<file path="src/rtl/stream_distributor_pkg.sv">
// Shared node-level types: direction tags and the message word carried between nodes.
package NXConstants;

  typedef enum logic [1:0] {
    NORTH = 2'd0,
    EAST  = 2'd1,
    SOUTH = 2'd2,
    WEST  = 2'd3
  } direction_t;

  localparam int MESSAGE_WIDTH = 32;
  localparam int MAX_STREAMS   = 4;

  typedef logic [MESSAGE_WIDTH-1:0] node_message_t;

  // True when the tag names a stream that physically exists in this build.
  function automatic logic dir_in_range(input direction_t dir, input int streams);
    return int'(dir) < streams;
  endfunction

endpackage

</file>
<file path="src/rtl/stream_distributor_fifo.sv">
// Small per-stream FIFO: wrapping read/write pointers plus an occupancy count.
// The head reads as zero when empty so idle streams present a clean bus.
module nx_fifo
  import NXConstants::*;
#(
  parameter int DEPTH = 2,
  parameter int WIDTH = MESSAGE_WIDTH
) (
  input  logic             clk,
  input  logic             rst_n,
  input  logic             push,
  input  logic [WIDTH-1:0] push_data,
  input  logic             pop,
  output logic             full,
  output logic             empty,
  output logic [WIDTH-1:0] head
);

  localparam int PW = (DEPTH > 1) ? $clog2(DEPTH) : 1;
  localparam int CW = $clog2(DEPTH + 1);

  logic [DEPTH-1:0][WIDTH-1:0] mem;
  logic [PW-1:0]               wr_ptr;
  logic [PW-1:0]               rd_ptr;
  logic [CW-1:0]               count;
  logic                        do_push;
  logic                        do_pop;

  assign full  = (count == CW'(DEPTH));
  assign empty = (count == '0);
  // A full FIFO refuses the push even when a pop frees a slot this cycle.
  assign do_push = push & ~full;
  assign do_pop  = pop & ~empty;
  assign head    = empty ? '0 : mem[rd_ptr];

  function automatic logic [PW-1:0] next_ptr(input logic [PW-1:0] p);
    return (p == PW'(DEPTH - 1)) ? '0 : p + PW'(1);
  endfunction

  always_ff @(posedge clk or negedge rst_n) begin
    if (!rst_n) begin
      mem    <= '0;
      wr_ptr <= '0;
      rd_ptr <= '0;
      count  <= '0;
    end else begin
      if (do_push) begin
        mem[wr_ptr] <= push_data;
        wr_ptr      <= next_ptr(wr_ptr);
      end
      if (do_pop) rd_ptr <= next_ptr(rd_ptr);
      count <= count + CW'(do_push) - CW'(do_pop);
    end
  end

endmodule

</file>
<file path="src/rtl/stream_distributor.sv">
// Fans one inbound message stream out to per-direction buffered streams.
// Only the direction decode and ready mux live here; buffering is in nx_fifo.
module stream_distributor
  import NXConstants::*;
#(
  parameter int STREAMS = 4
) (
  input  logic                                  i_clk,
  input  logic                                  i_rst,
  output logic                                  o_idle,
  input  direction_t                            i_inbound_dir,
  input  node_message_t                         i_inbound_data,
  input  logic                                  i_inbound_valid,
  output logic                                  o_inbound_ready,
  output logic [STREAMS-1:0][MESSAGE_WIDTH-1:0] o_outbound_data,
  output logic [STREAMS-1:0]                    o_outbound_valid,
  input  logic [STREAMS-1:0]                    i_outbound_ready
);

  logic [STREAMS-1:0] push;
  logic [STREAMS-1:0] pop;
  logic [STREAMS-1:0] full;
  logic [STREAMS-1:0] empty;

  for (genvar d = 0; d < STREAMS; d++) begin : g_stream
    assign push[d] = i_inbound_valid & (i_inbound_dir == direction_t'(d));
    assign pop[d]  = ~empty[d] & i_outbound_ready[d];
    assign o_outbound_valid[d] = ~empty[d];

    nx_fifo #(
      .DEPTH (2),
      .WIDTH (MESSAGE_WIDTH)
    ) u_fifo (
      .clk       (i_clk),
      .rst_n     (i_rst),
      .push      (push[d]),
      .push_data (i_inbound_data),
      .pop       (pop[d]),
      .full      (full[d]),
      .empty     (empty[d]),
      .head      (o_outbound_data[d])
    );
  end

  // Tags beyond the built streams are sunk: ready stays high and nothing is stored.
  always_comb begin
    o_inbound_ready = 1'b1;
    if (dir_in_range(i_inbound_dir, STREAMS)) begin
      for (int d = 0; d < STREAMS; d++) begin
        if (i_inbound_dir == direction_t'(d)) o_inbound_ready = ~full[d];
      end
    end
  end

  assign o_idle = &empty;

endmodule

</file>
<file path="config.mk">
export PLATFORM = sky130hd
export DESIGN_NAME = stream_distributor
export DESIGN_NICKNAME = d
export VERILOG_FILES = /design/src/rtl/stream_distributor_pkg.sv /design/src/rtl/stream_distributor_fifo.sv /design/src/rtl/stream_distributor.sv
export SDC_FILE = /design/constraint.sdc
export NUM_CORES = 1
export LEC_CHECK = 0
export ABC_AREA = 1
export CORE_MARGIN = 2
export CORE_UTILIZATION = 55
export DETAILED_ROUTE_END_ITERATION = 12
export GPL_ROUTABILITY_DRIVEN = 0
export HOLD_SLACK_MARGIN = 0.15
export PLACE_DENSITY_LB_ADDON = 0.05
export SYNTH_ARGS = -nofsm -noshare
export SYNTH_HDL_FRONTEND = slang
export SYNTH_SLANG_ARGS = --single-unit
</file>
<file path="constraint.sdc">
create_clock -name i_clk -period 3.6 [get_ports i_clk]
set_input_delay 0.54 -clock i_clk [delete_from_list [all_inputs] [get_ports i_clk]]
set_output_delay 0.54 -clock i_clk [all_outputs]
set_load 0.1 [all_outputs]
</file>
* Word level (Yosys, flattened, before mapping)
Cells that the tools add are included.
Word-level totals: register bits 272, bits of input ports 41, word-level logic and storage cells 125, output and inout port bits 134
Operators by class: add/subtract/negate cells 16, equality and inequality tests 7, bitwise logic cells 24, reduce and logical (&&, ||, !) cells 10, order comparisons 12, multiplexer cells 36
Operator list (number):
- two-way mux 32 bit | 16
- bitwise mux 64 bit | 4
- demux 32 bit (select 1 bit) | 4
- AND 1 bit | 16
- < comparator 1 x 2 -> 1 bit (second input constant) | 8
- == test 2 bit (second input constant) | 6
- two-way mux 1 bit | 12
- logical NOT 2 bit | 5
- adder 1 bit (second input constant) | 8
- adder 2 x 1 -> 2 bit | 4
- inverter 1 bit | 8
- subtractor 2 x 1 -> 2 bit | 4
- >= comparator 1 bit (second input constant) | 4
- logical AND 1 bit | 4
- AND reduction 4 bit | 1
- == test 2 x 1 -> 1 bit (second input constant) | 1

* Longest topological paths before layout
Gate-level depths: netlist (run 1).
depth in word-level cells 6, gate-level depth with buffers 8, depth with buffers taken out 7

* Cells and area by module
A second synthesis (run 1) with hierarchy kept.
Unflattened totals: cell total of the unflattened synthesis 1719, area total of the unflattened synthesis 13504.2 µm²
By module, submodules not included:
- nx_fifo | instances 4, cells each 421, area an instance 3339.5 µm², sequential area each 1701.6 µm²
- stream_distributor | instances 1, cells each 35, area an instance 146.4 µm², sequential area each 0.0 µm²

* Least setup slack after synthesis (run 1)
OpenSTA, ideal clock, no wires.
path type flip-flop to output port, start point register g_stream[2].u_fifo.count[1], end point output o_idle, required time 3060 ps, slack -283 ps, arrival 3343 ps, cell stages (with the launch flop) 4, cells stage by stage dfrtp_1 nor2_1 inv_1 nor3_1
On the way: cells in the longest elaborated chain, start to end 2
Ends and longest elaborated chain:
- from (decl) | line stream_distributor_fifo.sv:25 | logic [CW-1:0] count;
- from (signal assigned) | line stream_distributor_fifo.sv:52 | count <= count + CW'(do_push) - CW'(do_pop);
- logical NOT 2 bit | line stream_distributor_fifo.sv:30 | assign empty = (count == '0);
- AND reduction 4 bit | line stream_distributor.sv:55 | assign o_idle = &empty;
- to (decl) | line stream_distributor.sv:10 | output logic o_idle,
No other way between the ends.

==> results of run 1 <==
## routing by layer
layer | vias up | GRT usage (%) | wire length [um]
met4 | 0 | 12.3 | 1550
met5 | - | 0 | 0
li1 | 5554 | - | -
met1 | 5655 | 42.0 | 14900
met3 | 97 | 3.99 | 2790
met2 | 529 | 50.5 | 18200
## synth_stat cells
master    number  share of area (%)
nand2_1      801                 23
nand4_1       10               0.49
nor3_1         1              0.039
ha_1           4               0.39
nor2_2         1              0.049
dfrtp_1      272                 53
buf_2         23               0.90
o21ai_0        1              0.039
nor2_1        15               0.44
buf_4          6               0.35
a21oi_1      128                5.0
xnor2_1        4               0.27
xor2_1         6               0.41
clkbuf_1      94                2.7
clkbuf_2      30                1.2
inv_1         36                1.1
nand3_1      265                 10
## worst max-delay path, cell delays in order, from the launching register on
cell	delay, ns
dfrtp_1	0.37
inv_1	0.62
buf_4	0.30
nand2_1	0.07
a21oi_1	0.31
buf_12	0.23
## state kept, by name (all words and copies together) (netlist names)
name                    count
g_stream.u_fifo.rd_ptr      4
g_stream.u_fifo.wr_ptr      4
g_stream.u_fifo.mem       256
g_stream.u_fifo.count       8
## placed cells by master, fill, tap and decap left out
master           instances
a21oi_1                128
buf_12                 105
buf_4                   70
buf_8                    1
bufinv_16                2
clkbuf_1                 3
clkbuf_16               29
clkbuf_8                 5
clkdlybuf4s50_1         40
clkinv_2                10
clkinvlp_4               3
dfrtp_1                272
dlygate4sd3_1            1
ha_1                     4
inv_1                   36
nand2_1                801
nand3_1                265
nand4_1                 10
nor2_1                   8
nor2_2                   4
nor2_4                   4
nor3_2                   1
o21ai_0                  1
xnor2_1                  4
xor2_1                   6
## cell families (layout without fill, tap and decap cells)
logic type	Yosys count	in the layout	synth area share [%]
simple gates	1093	1093	34.7
flops	272	272	53.0
buf+inv	189	305	6.21
compound gates	129	129	5.02
xor+xnor	10	10	0.681
fa+ha+maj	4	4	0.389
## layout make-up
class | instances | share of cell area [%]
Sequential cell | 272 | 41.0
Tap cell | 313 | 2.36
Clock inverter | 15 | 0.798
Clock buffer | 37 | 4.85
Multi-Input combinational cell | 1236 | 31.8
Timing Repair Buffer | 217 | 18.4
Inverter | 36 | 0.813
## metrics by stage
stage	utilization, %	hold slack, ns	std cells	worst slack (ns)
after floorplan	-	0.244	1697	0.566
after global placement	68.8	0.453	2073	1.05
after detailed placement	68.8	0.458	2073	1.01
after CTS	72.9	0.473	2126	0.682
after global routing	72.9	0.488	2126	0.560
final	72.9	0.468	2126	0.623
## path summary, 6_finish.rpt
kind,to
worst max register to register,g_stream[0].u_fifo.count[1]$_DFF_PN0_
worst max-delay path,o_outbound_data[29]
min in group asynchronous,g_stream[2].u_fifo.mem[37]$_DFFE_PN0P_
worst min-delay path,g_stream[1].u_fifo.mem[28]$_DFFE_PN0P_
worst min register to register,g_stream[1].u_fifo.mem[28]$_DFFE_PN0P_
max in group asynchronous,g_stream[3].u_fifo.mem[47]$_DFFE_PN0P_
==> results_dict.tcl, run 1 <==
set metrics [dict create \
    outcome "complete, no violations" \
    syn_area_um2 12900 \
    antenna_found_initial 0 \
    n_antenna_cell 0 \
    min_path_type "reg2reg" \
    tightest_slew_ns 0.964 \
    seq_area_um2 6810 \
    cts_made_buffers 28 \
    slew_viol_final 0 \
    grt_pass1_vias 11300 \
    die_h_um 157 \
    fp.coreArea_um2 22800 \
    dpl_cell_area_um2 15700 \
    crit_type "reg2out" \
    avgSynthCellArea_um2 7.57 \
    yosys_warnings 0 \
    final_nets 1836 \
    ys_seq_area_share_pct 53.0 \
    final_hold_viol_count 0 \
    cts_hold_buf 1 \
    grt_max_degree 103 \
    cp.arrival_ns 2.44 \
    hpwl_um 23900 \
    fin_crit_ns 2.98 \
    final_antenna_net_count 0 \
    crit_path_end_kind "output pin" \
    ys_types 17 \
    clk_pin_slew_worst_paths_ns 0.06 \
    cts-root-buf "clkbuf_16" \
    fin_skew_ns 0.0118 \
    htreeDepth 1 \
    nFillCells 1741 \
    setup_viol 0 \
    numPortBuffers 174 \
    crit_path_start "g_stream[0].u_fifo.rd_ptr$_DFFE_PN0P_" \
    wire_per_inst_um 17.6 \
    row_count 55 \
    timing.slew.headroom_pct 35.6 \
    synth_fp_nets 1742 \
    vias 11800 \
    path_max_fanout 23 \
    tns_ns 0 \
    postLayoutCellArea_um2 16600 \
    initial_core_util_pct 56.4 \
    max_freq_mhz 336 \
    clk-insertion-delay-late_ns 0.54 \
    hold_start "g_stream[1].u_fifo.mem[28]$_DFFE_PN0P_" \
    required_ns 3.06 \
    ff2ff_path_depth 8 \
    dieArea_um2 24600 \
    dr.pass1.iters 5 \
    boundaryPins 175 \
    viasPerCell 5.57 \
    cts_sinks 272 \
    die-width_um 157 \
    grt_usage_pct 30.8 \
    overflow 0 \
    post-route-drc-count 0 \
    drt_iter0_drc 937 \
    cts_tree "yes" \
    holdPathStages 2 \
    crit_path_start_kind "flop" \
    area_delta_synth_final_pct 29.3 \
    syn_inst 1697 \
    grt_pass1_wl_um 60200 \
    ys_ff_latch 272 \
    cts_buffer_depth 3 \
    drive_gt1_share_pct 12.9 \
    drv_cap 0 \
    post_cts_buffers 0 \
    rsz0062_at_grt "false" \
    rrSetupSlack_ns 1.66 \
    period_share_pct 82.7 \
    multi_input_area_um2 5290 \
    worst_r2r_startpoint "g_stream[0].u_fifo.count[1]$_DFF_PN0_" \
    routed_wl_um 37400 \
    post_cts_resized 0 \
]
Power of run 1 is left out: the tool's default activity adds up to more than one toggle a clock period on the data nets, which glitch-free logic cannot reach.
==> run 2: changes to the inputs <==
--- a/config.mk
+++ b/config.mk
@@ -7,7 +7,7 @@
 export LEC_CHECK = 0
 export ABC_AREA = 1
 export CORE_MARGIN = 2
-export CORE_UTILIZATION = 55
+export CORE_UTILIZATION = 50
 export DETAILED_ROUTE_END_ITERATION = 12
 export GPL_ROUTABILITY_DRIVEN = 0
 export HOLD_SLACK_MARGIN = 0.15
==> constraint.sdc (replaced) <==
create_clock -name i_clk -period 2.5 [get_ports i_clk]
set_input_delay 0.375 -clock i_clk [delete_from_list [all_inputs] [get_ports i_clk]]
set_output_delay 0.375 -clock i_clk [all_outputs]
set_load 0.1 [all_outputs]
==> results_dict.tcl, run 2 (same netlist as run 1, synthesis figures left out) <==
set metrics [dict create \
    post_cts_buffers 0 \
    hpwl_um 24400 \
    setup_viol 0 \
    initial_core_util_pct 51.0 \
    hold_ws_ns 0.360 \
    final_nets 1853 \
    cts_tree "yes" \
    drt_iter0_drc 977 \
    crit_path_start "g_stream[0].u_fifo.rd_ptr$_DFFE_PN0P_" \
    ff2ff_path_depth 7 \
    final_antenna_net_count 0 \
    area_delta_synth_final_pct 37.4 \
    antenna_found_initial 1 \
    crit_path_end_kind "output pin" \
    grt_pass1_wl_um 60500 \
    cts_buffer_depth 3 \
    die_h_um 164 \
    min_path_type "in2async" \
    post_cts_resized 0 \
    cts_hold_buf 1 \
    dr.pass1.iters 5 \
    vias 11700 \
    cp-endpoint "o_outbound_data[0]" \
    final_hold_viol_count 0 \
    largest_register "g_stream.u_fifo.mem" \
    wire_per_inst_um 17.1 \
    crit_type "reg2out" \
    fp.coreArea_um2 25200 \
    fin_crit_ns 2.39 \
    largestRegisters "g_stream.u_fifo.mem (256), g_stream.u_fifo.count (8)" \
    tns_ns 0 \
    final_common_cell "nand2_1" \
    nFillCells 1996 \
    boundaryPins 175 \
    routed_wl_um 36900 \
    drv_cap 0 \
    numPortBuffers 174 \
    period_share_pct 95.6 \
    required_ns 2.12 \
    rrSetupSlack_ns 0.76 \
    crit_path_start_kind "flop" \
    row_count 58 \
    htreeDepth 1 \
    grt_pass1_vias 11400 \
    max_freq_mhz 418 \
    mostFrequentLayoutCells "801 x nand2_1, 272 x dfrtp_1, 265 x nand3_1" \
    cp.arrival_ns 2.02 \
    overflow 0 \
    dpl_cell_area_um2 16700 \
    cts_sinks 272 \
    tightest_slew_ns 0.625 \
    cts_made_buffers 29 \
    path_max_fanout 32 \
    fin_skew_ns 0.0127 \
    die-width_um 164 \
    clk-insertion-delay-late_ns 0.54 \
    post-route-drc-count 0 \
    cts-root-buf "clkbuf_16" \
    grt_max_degree 68 \
    rsz0062_at_grt "false" \
    outcome "complete, no violations" \
    dieArea_um2 27000 \
    drive_gt1_share_pct 20.3 \
    grt_usage_pct 28.1 \
    timing.rr.end "g_stream[2].u_fifo.count[1]$_DFF_PN0_" \
    clk_pin_slew_worst_paths_ns 0.06 \
    timing.slew.headroom_pct 58.3 \
    slew_viol_final 0 \
    viasPerCell 5.43 \
    postLayoutCellArea_um2 17700 \
    worst_r2r_startpoint "g_stream[2].u_fifo.count[1]$_DFF_PN0_" \
    largest_reg_flops 256 \
    final_util_pct 70.1 \
]
## run 2: cell types whose count changed in the layout (fill, tap and decap cells not counted), moves of 2 or more
| cell | before | now |
|---|---|---|
| a21oi_2 | 0 | 120 |
| a21oi_1 | 128 | 8 |
| clkbuf_8 | 5 | 7 |
| nor2_2 | 4 | 0 |
| buf_4 | 70 | 53 |
| nor2_4 | 4 | 8 |
| buf_12 | 105 | 139 |
## run 2: metrics by stage
step,setup WS [ns],cells
floorplan,0.0116,1697
global placement,0.357,2106
detailed placement,0.307,2106
CTS,0.114,2160
global route,0.0255,2161
finish,0.109,2161
## run 2: area by class of cell
class	instances	area [um2]	area share, %
tap	330	413	2.34
antenna	1	2.50	0.0142
clock inverter	13	98.8	0.560
inverter	36	135	0.765
timing repair buffer	233	3600	20.4
sequential	272	6810	38.6
multi-input combinational	1236	5770	32.7
clock buffer	40	837	4.74
## run 2: worst min path at each step
| stage | to | slack, ns | cells after the start |
|---|---|---|---|
| 6_report | g_stream[3].u_fifo.mem[36]$_DFFE_PN0P_ | 0.36 | 2 |
| 5_1_grt | g_stream[3].u_fifo.mem[36]$_DFFE_PN0P_ | 0.39 | 2 |
| 4_1_cts | g_stream[3].u_fifo.mem[36]$_DFFE_PN0P_ | 0.37 | 2 |
| 3_5_place_dp | g_stream[3].u_fifo.mem[36]$_DFFE_PN0P_ | 0.34 | 1 |
| 3_3_place_gp | g_stream[3].u_fifo.mem[4]$_DFFE_PN0P_ | 0.35 | 1 |
| 2_1_floorplan | g_stream[0].u_fifo.count[0]$_DFF_PN0_ | 0.08 | 0 |
## run 2: routing by layer
metal | vias to the layer above | wire length [um] | global-route usage, % | part of all wire, %
li1 | 5605 | - | - | -
met1 | 5635 | 15500 | 39.1 | 42
met2 | 435 | 18400 | 46.7 | 50
met3 | 60 | 2180 | 3.28 | 5.9
met4 | 0 | 865 | 8.09 | 2.3
met5 | - | 0 | 0 | 0
## run 2: critical path, stage by stage, from the launching register on
cell,delay (ns)
dfrtp_1,0.37
inv_1,0.05
buf_4,0.34
nand2_1,0.10
a21oi_1,0.36
buf_12,0.23
Power of run 2 is left out for the same reason.
==> run 3: changes to the inputs <==
--- a/config.mk
+++ b/config.mk
@@ -7,7 +7,7 @@
 export LEC_CHECK = 0
 export ABC_AREA = 1
 export CORE_MARGIN = 2
-export CORE_UTILIZATION = 50
+export CORE_UTILIZATION = 35
 export DETAILED_ROUTE_END_ITERATION = 12
 export GPL_ROUTABILITY_DRIVEN = 0
 export HOLD_SLACK_MARGIN = 0.15
==> results_dict.tcl, run 3 (same netlist as run 1, synthesis figures left out) <==
set metrics [dict create \
    setup_viol 0 \
    viasPerCell 5.02 \
    grt_pass1_vias 11200 \
    crit_path_end_kind "output pin" \
    crit_chain "inv_1 -> buf_4 -> nand2_1 -> a21oi_2 -> buf_12" \
    period_share_pct 97.7 \
    mostFrequentLayoutCells "801 x nand2_1, 272 x dfrtp_1, 265 x nand3_1" \
    rsz0062_at_grt "true" \
    crit_type "reg2out" \
    largest_register "g_stream.u_fifo.mem" \
    required_ns 2.12 \
    clk_pin_slew_worst_paths_ns 0.06 \
    wire_per_inst_um 18.5 \
    die-width_um 196 \
    antenna_found_initial 3 \
    initial_core_util_pct 35.4 \
    largestRegisters "g_stream.u_fifo.mem (256), g_stream.u_fifo.count (8)" \
    largest_reg_flops 256 \
    ff2ff_path_depth 9 \
    stdcell_count 2298 \
    cts_made_buffers 31 \
    fin_crit_ns 2.44 \
    min_path_type "in2async" \
    post-route-drc-count 0 \
    area_delta_synth_final_pct 39.0 \
    timing.slew.headroom_pct 61.0 \
    overflow 0 \
    final_common_cell "nand2_1" \
    routed_wl_um 42500 \
    fp.coreArea_um2 36300 \
    drv_cap 0 \
    final_nets 1853 \
    grt_pass1_wl_um 67700 \
    final_antenna_net_count 0 \
    drt_iter0_drc 920 \
    grt_max_degree 67 \
    vias 11500 \
    cts-root-buf "clkbuf_16" \
    dieArea_um2 38300 \
    final_hold_viol_count 0 \
    critPathBufInv 3 \
    dr.pass1.iters 6 \
    cts_buffer_depth 3 \
    hold_ws_ns 0.346 \
    crit_cells 5 \
    grt_usage_pct 22.3 \
    crit_path_start_kind "flop" \
    tightest_slew_ns 0.584 \
    htreeDepth 1 \
    cts_tree "yes" \
    cts_sinks 272 \
    hpwl_um 27800 \
    die_h_um 196 \
    clk-insertion-delay-late_ns 0.54 \
    n_antenna_cell 0 \
    slowest_stage "dfrtp_1" \
    cp_slowest_stage_delay_ns 0.37 \
    dp_cells 2237 \
    drive_gt1_share_pct 20.1 \
    cp.arrival_ns 2.07 \
    path_delay_family "buffers and inverters" \
    row_count 70 \
    slew_viol_final 0 \
    max_freq_mhz 409 \
    fin_skew_ns 0.0100 \
    path_max_fanout 14 \
    outcome "complete, no violations" \
    numPortBuffers 174 \
    boundaryPins 175 \
]
==> run 3: area by class of cell <==
class | count | area (um2)
repair buffers | 231 | 3610
flip-flops and latches | 272 | 6810
fillers | 3466 | 18500
clock buffers | 48 | 920
multi-input cells | 1236 | 5770
clock inverters | 7 | 38.8
inverters | 36 | 143
well taps | 468 | 586
==> run 3: final timing paths <==
| path | start | slack (ns) | end |
|---|---|---|---|
| max in group asynchronous | i_rst | 1.39 | g_stream[2].u_fifo.mem[62]$_DFFE_PN0P_ |
| worst min-delay path | i_rst | 0.35 | g_stream[3].u_fifo.mem[7]$_DFFE_PN0P_ |
| min in group i_clk | g_stream[1].u_fifo.mem[8]$_DFFE_PN0P_ | 0.47 | g_stream[1].u_fifo.mem[8]$_DFFE_PN0P_ |
| worst max register to register | g_stream[0].u_fifo.count[1]$_DFF_PN0_ | 0.77 | g_stream[0].u_fifo.count[1]$_DFF_PN0_ |
| worst min register to register | g_stream[1].u_fifo.mem[8]$_DFFE_PN0P_ | 0.47 | g_stream[1].u_fifo.mem[8]$_DFFE_PN0P_ |
| worst max-delay path | g_stream[2].u_fifo.rd_ptr$_DFFE_PN0P_ | 0.06 | o_outbound_data[78] |
==> run 3: metal layers <==
layer  vias to the layer above  track usage [%]  routed length, um
li1                       5602                -                  -
met3                        47             3.20               2190
met2                       301             34.7              19600
met4                         6             3.76                590
met1                      5570             33.4              20200
met5                         -                0                 44
==> run 3: stage by stage <==
step                      util [%]  cell area, um2  TNS, ns  setup slack (ns)
after floorplan                  -           13300        0            0.0116
after global placement        46.3           16800        0             0.359
after detailed placement      46.3           16800        0             0.347
after CTS                     49.0           17800        0           0.00332
after global routing          49.2           17900  -0.0639           -0.0286
final                         49.2           17900        0            0.0569
==> run 3: what timing repair did <==
item / CTS / global route
setup endpoints to repair: 0 / 35
hold buffers: 1 / 0
resized for setup: 0 / 3
setup buffers: 0 / 5
endpoints found under the hold margin: 44 / 0
Power of run 3 is left out for the same reason.
